==> src/rtl/ram_region_sequencer.sv <==
// Shared-RAM fetch sequencer: decodes a step code into a region of the RAM and
// streams that region's addresses to the read port, stalling on ready.
module ram_region_sequencer #(
  parameter int unsigned ADDR_W      = 13,
  parameter int unsigned STEP_W      = 5,
  parameter int unsigned NUM_REGIONS = 8,
  parameter logic [NUM_REGIONS*ADDR_W-1:0] REGION_ENDS =
    {13'd5460, 13'd5284, 13'd2980, 13'd1828, 13'd1252, 13'd964, 13'd820, 13'd784}
) (
  input  logic              clk,
  input  logic              rst,
  input  logic [STEP_W-1:0] step,
  input  logic              start,
  input  logic              abort,
  input  logic              ready,
  output logic              re_RAM,
  output logic [ADDR_W-1:0] addr,
  output logic [ADDR_W-1:0] firstaddr,
  output logic [ADDR_W-1:0] lastaddr,
  output logic              busy,
  output logic              done,
  output logic              err
);

  // Region bounds must be non-decreasing; entries are ADDR_W-wide slices, so
  // they can never exceed the address space.
  for (genvar k = 1; k < NUM_REGIONS; k++) begin : g_check
    if (REGION_ENDS[k*ADDR_W +: ADDR_W] < REGION_ENDS[(k-1)*ADDR_W +: ADDR_W]) begin : g_err
      $error("REGION_ENDS entry %0d is smaller than entry %0d", k, k - 1);
    end
  end

  typedef enum logic [1:0] {
    S_IDLE  = 2'd0,
    S_BURST = 2'd1,
    S_DONE  = 2'd2
  } state_t;

  state_t            state_q, state_d;
  logic [ADDR_W-1:0] addr_d, first_d, last_d;
  logic              re_d, busy_d, done_d, err_d;
  logic              hit;
  logic [ADDR_W-1:0] first_sel, last_sel;

  // Step decode: 1 -> picture region 0, 2k -> weight region k.
  always_comb begin
    hit       = 1'b0;
    first_sel = '0;
    last_sel  = '0;
    if (32'(step) == 32'd1) begin
      hit      = 1'b1;
      last_sel = REGION_ENDS[0 +: ADDR_W];
    end
    for (int k = 1; k < NUM_REGIONS; k++) begin
      if (32'(step) == 32'(2 * k)) begin
        hit       = 1'b1;
        first_sel = REGION_ENDS[(k-1)*ADDR_W +: ADDR_W];
        last_sel  = REGION_ENDS[k*ADDR_W +: ADDR_W];
      end
    end
  end

  always_comb begin
    state_d = state_q;
    addr_d  = addr;
    first_d = firstaddr;
    last_d  = lastaddr;
    re_d    = 1'b0;
    done_d  = 1'b0;
    err_d   = 1'b0;
    case (state_q)
      S_IDLE: begin
        if (start) begin
          if (hit) begin
            first_d = first_sel;
            last_d  = last_sel;
            addr_d  = first_sel;
            if (first_sel == last_sel) begin
              state_d = S_DONE;
              done_d  = 1'b1;
            end else begin
              state_d = S_BURST;
              re_d    = 1'b1;
            end
          end else begin
            err_d = 1'b1;
          end
        end
      end
      S_BURST: begin
        if (abort) begin
          state_d = S_IDLE;
        end else if (ready) begin
          if (addr == lastaddr - ADDR_W'(1)) begin
            state_d = S_DONE;
            done_d  = 1'b1;
          end else begin
            addr_d = addr + ADDR_W'(1);
            re_d   = 1'b1;
          end
        end else begin
          re_d = 1'b1;
        end
      end
      S_DONE:  state_d = S_IDLE;
      default: state_d = S_IDLE;
    endcase
    busy_d = (state_d != S_IDLE);
  end

  always_ff @(posedge clk) begin
    if (!rst) begin
      state_q   <= S_IDLE;
      addr      <= '0;
      firstaddr <= '0;
      lastaddr  <= '0;
      re_RAM    <= 1'b0;
      busy      <= 1'b0;
      done      <= 1'b0;
      err       <= 1'b0;
    end else begin
      state_q   <= state_d;
      addr      <= addr_d;
      firstaddr <= first_d;
      lastaddr  <= last_d;
      re_RAM    <= re_d;
      busy      <= busy_d;
      done      <= done_d;
      err       <= err_d;
    end
  end

endmodule

==> config.mk <==
export PLATFORM = sky130hd
export DESIGN_NAME = ram_region_sequencer
export DESIGN_NICKNAME = d
export VERILOG_FILES = /design/src/rtl/ram_region_sequencer.sv
export SDC_FILE = /design/constraint.sdc
export NUM_CORES = 1
export LEC_CHECK = 0
export BUFFER_PORTS_ARGS = -buffer_cell sky130_fd_sc_hd__buf_2
export CAP_MARGIN = 20
export CORE_MARGIN = 2
export CORE_UTILIZATION = 50
export CTS_BUF_LIST = sky130_fd_sc_hd__clkbuf_2
export DETAILED_ROUTE_END_ITERATION = 7
export PLACE_DENSITY = 0.84
export SKIP_CTS_REPAIR_TIMING = 1
export SYNTH_ARGS = -nofsm -noshare
export SYNTH_HDL_FRONTEND = slang
export SYNTH_SLANG_ARGS = --single-unit
==> constraint.sdc <==
create_clock -name clk -period 2.2 [get_ports clk]
set_input_delay 0.11 -clock clk [delete_from_list [all_inputs] [get_ports clk]]
set_output_delay 0.11 -clock clk [all_outputs]
set_load 0.01 [all_outputs]
# Word-level counts from Yosys, hierarchy flattened
# Index checks and enable logic that the tools add are counted.
# totals
ff_bits	45
latchBits	0
mem_bits_rw	0
romBits	0
n_memories	0
# classes
addsub	2
mul	0
div_mod_pow	0
magnitude_cmp	0
n_eq_ne	16
shifts	0
n_mux	51
n_bitwise	0
n_reduce_logical	6
# op_table
op	count
two-way mux 13 bit	18
== test 13 bit	2
one-hot mux 13 bit (2 select lines)	1
two-way mux 1 bit	21
== test 5 x 4 -> 1 bit (second input constant)	4
two-way mux 10 bit	2
adder 13 x 1 -> 13 bit (second input constant)	1
subtractor 13 x 1 -> 13 bit (second input constant)	1
two-way mux 2 bit	6
== test 5 x 3 -> 1 bit (second input constant)	2
inequality test 2 bit (second input constant)	5
AND reduction 3 bit	2
AND reduction 6 bit	1
== test 5 x 1 -> 1 bit (second input constant)	1
== test 5 x 2 -> 1 bit (second input constant)	1
one-hot mux 1 bit (2 select lines)	2
one-hot mux 2 bit (2 select lines)	1
nonzero test 2 bit	2
== test 2 x 1 -> 1 bit (second input constant)	1
zero test 2 bit	1

# Depth between registers and ports, before layout
# depth
depth_word	15
ltp_mapped	10

# Least setup slack after synthesis
# No wires, ideal clock.
# synth_timing
kind	reg2reg
start	register lastaddr[2]
end	register addr[4]
setup_ns	0.123
t_arrival_ns	2.280
setup_slack_ns	-0.203
path_stages_with_launch	10
period_less_slack_ns	2.403
cell_sequence	dfxtp_1 -> or4_1 -> buf_2 -> xnor2_1 -> o32ai_1 -> nand2_1 -> o32ai_4 -> buf_6 -> mux2i_1 -> o22ai_1
# synth_between
elab_chain_len	4
# synth_lines
element	line_no	rtl
start, declared	19	output logic [ADDR_W-1:0] lastaddr,
start signal, assigned	125	lastaddr <= last_d;
subtractor 13 x 1 -> 13 bit	94	if (addr == lastaddr - ADDR_W'(1)) begin
== test 13 bit	94	
inequality test 2 bit (no source line)	n/a	
AND reduction 6 bit (no source line)	n/a	
end signal, assigned	123	addr <= addr_d;
end, declared	17	output logic [ADDR_W-1:0] addr,
# No other way between the ends.
# A chain may end at the register's enable or synchronous reset.

# Worst setup path in the final report
# layout_timing
start	register lastaddr[6]
end	register addr[4]
# Same word-level chain as after synthesis.

==> summary.txt <==
Synth
  • Ys async rst share: 0
  • Area of the mapped netlist: approximately 2200 µm²
  • Most used DFF post-synth: dfxtp_1
  • Top cells by area, synth: dfxtp_1 (34%), nor2_1 (8.0%), a21oi_1 (5.7%), xnor2_1 (4.8%), nand2_1 (3.9%)
  • Library cells used by synthesis: between 50 and 60
  • Avg Inst Size Synth: 7.51 µm²
  • Synthesized flop and latch total: 37
  • Synth Warn #: 0
  • Seq/Total Area, Yosys: 0.336
  • Area share of the largest cell type after synthesis: 0.336
  • Post-Synthesis Cells: 294
  • Yosys top cell by area: dfxtp_1
  • Post-synth EDFFs: 0

CTS
  • Root Driver: clkbuf_2
  • Worst-Skew Late Latency: 410 ps
  • Clock slew at reported path FFs: ~190 ps
  • H-tree Lvls: 2
  • CTS Buf Count: 5
  • CTS tree: done
  • Clk sinks: 37
  • CTS max path bufs: 2

Critical path
  • CP peak stage delay: roughly 550 ps
  • Crit path arrival time: 2780 ps
  • Reg2reg start: lastaddr[6]
  • Worst setup path category: reg -> reg
  • Slowest cell on crit path: or4_4
  • Worst Path Required: 2520 ps
  • Worst setup startpoint: lastaddr[6]
  • Critical Path Source Type: flip-flop
  • Worst setup EP type: flip-flop
  • CP Cell Sequence: or4_4, buf_4, xnor2_1, o32ai_1, nand2_1, o32ai_4, buf_12, mux2i_1, o22ai_1
  • Crit path max-delay family: simple AND/OR/NAND/NOR gates
  • WP buf/inv: 2
  • CP Max Fanout: 19

Final layout
  • Fin area: approximately 2700 µm²
  • Fillcell total: 389
  • Share of cells above drive strength 1: 0.290
  • Ant diodes: 0
  • Util after Layout: 0.634
  • Area growth from synthesis to layout: 23.4%
  • Final nets: 374

Global routing
  • All-layer global routing usage: 0.241
  • Initial antenna violation count: 0
  • Largest net degree at the start of global routing: 30
  • First-pass GRT wire length: 9520 µm
  • Number of global-route vias before repair: ~2100
  • Grt total ovfl: 0

Placed design
  • Post-DP HPWL: 4460 µm
  • I/O Buffers: 46
  • Area post-placement: 2680 µm²
  • Final GP Congestion: 0.877

Run
  • Max Cap Viol: 0

Drt
  • DRC Markers: 0
  • Routed len/inst: 14.6 µm
  • Via count: 2361
  • First-pass iteration count of the detailed router: 4
  • Final ANT Viol Nets: 0
  • Starting DRT DRC Count: 190
  • Vias per std cell: 5.70
  • Drt total wl: 6060 µm

Hold path
  • HP Start: ready
  • Type of the worst min-delay path: in -> reg

Pwr
  • PD cells: 443 nW/µm²
  • Leak Pwr: around 1.2 nW
  • Post-layout power: 1.21 mW
  • Max VDD drop: 244 µV

Timing
  • Final WS setup: -255 ps
  • Max-slew violation count: 0
  • Final hold violation count: 0
  • Rel. slew slack: 0.600
  • Clk_skew: ~14 ps
  • Minimum clock period: 2450 ps
  • Setup Viol. Count Final: 12
  • Maximum clock rate: 0.407 GHz
  • Tightest Pin Transition: 599 ps
  • Fin crit share: 1.12
  • RSZ-0062 raised after global routing: yes

Floorplan
  • Area of the die: 4960 µm²
  • Core ar.: 4290 µm²
  • Vert. Die Dim: around 70 µm
  • Initial Util: 0.514
  • Die X: 70.4 µm
  • Row cnt: 24
  • I/O pin total: 53

Run status
  • Status: finished, violations left
  • Failing checks: setup timing
==> sequential cells by signal (all words and copies together) (netlist names) <==
| signal | cells |
|---|---|
| addr | 13 |
| busy | 1 |
| done | 1 |
| err | 1 |
| firstaddr | 9 |
| lastaddr | 9 |
| re_RAM | 1 |
| state_q | 2 |
==> power breakdown <==
part           switching (mW)  internal [mW]  leakage, nW
logic                   0.127         0.0883        0.848
clock network           0.228         0.0756       0.0288
registers             0.00770          0.680        0.301
==> path summary, 6_finish.rpt <==
path	to	slack [ps]	depth (start not counted)
min	re_RAM	2	3
min reg2reg	firstaddr[5]	500	2
max reg2reg	addr[4]	-250	9
max	addr[4]	-250	9
==> tightest hold or removal path, stage by stage <==
cell	delay, ps
buf_2	110
nand2_1	70
o31a_1	110
==> cell families after synthesis <==
kind of cell	count (synthesis)	share of synthesized area
compound gates	67	0.193
xor+xnor	15	0.0595
fa+ha+maj	2	0.0113
buf+inv	31	0.0743
flops	37	0.336
mux	4	0.0181
other cells	1	0.00170
simple gates	137	0.306
==> Yosys cell counts, drive strengths merged, types with 2 or more instances <==
cell type	count
or4	3
o31ai	4
nand2	23
xor2	3
nor3b	3
dfxtp	37
ha	2
mux2i	4
clkbuf	13
buf	13
nand4	2
and2	4
nand3	11
a31oi	2
a21oi	25
o21ai	15
o31a	2
a22oi	3
nand3b	2
nor3	16
and3	3
or3	4
o22ai	5
nor4	5
o211ai	3
xnor2	12
nand2b	4
o32ai	2
or2	3
nor2b	4
inv	4
nor2	47
==> layout make-up <==
cell class                 count  area, µm²  area share
sequential                    37        747       0.274
clock buffer                   6       30.0      0.0110
inverter                       5       18.8     0.00689
timing repair buffer          82        517       0.190
clock inverter                 1       5.00     0.00184
multi-input combinational    231       1340       0.492
tap                           52       65.1      0.0239
==> layer usage <==
layer,track usage,vias to the layer above,part of all wire
met4,0.109,0,0.036
met1,0.305,1089,0.42
met5,0,-,0
met2,0.397,95,0.47
li1,-,1160,-
met3,0.0447,17,0.068
==> stage by stage <==
stage | std cells | TNS, ps | setup slack (ps) | hold slack (ps)
global route | 414 | -3310 | -348 | 20.0
floorplan | 299 | -1430 | -169 | 260
detailed placement | 407 | -1420 | -200 | 431
finish | 414 | -2070 | -255 | 2.36
CTS | 414 | -1960 | -244 | 17.8
global placement | 407 | -785 | -149 | 425
==> cells in the final DEF, fill, tap and decap left out, drive strengths merged, types with 2 or more instances in the layout <==
master and n:
dfxtp 37, nor3b 3, o21ai 15, clkbuf 6
nor4 5, ha 2, xor2 3, nand2 23
o31ai 4, inv 4, nand3 11, and3 3
nor2 47, nor3 16, xnor2 12, and2 4
a31oi 2, nor2b 4, o32ai 2, or2 3
or3 4, a22oi 3, o22ai 5, nand4 2
a21oi 25, nand2b 4, mux2i 4, o31a 2
nand3b 2, clkinv 2, or4 3, conb 6
buf 82, o211ai 3
Note: power is estimated with default switching activity, not from simulation.
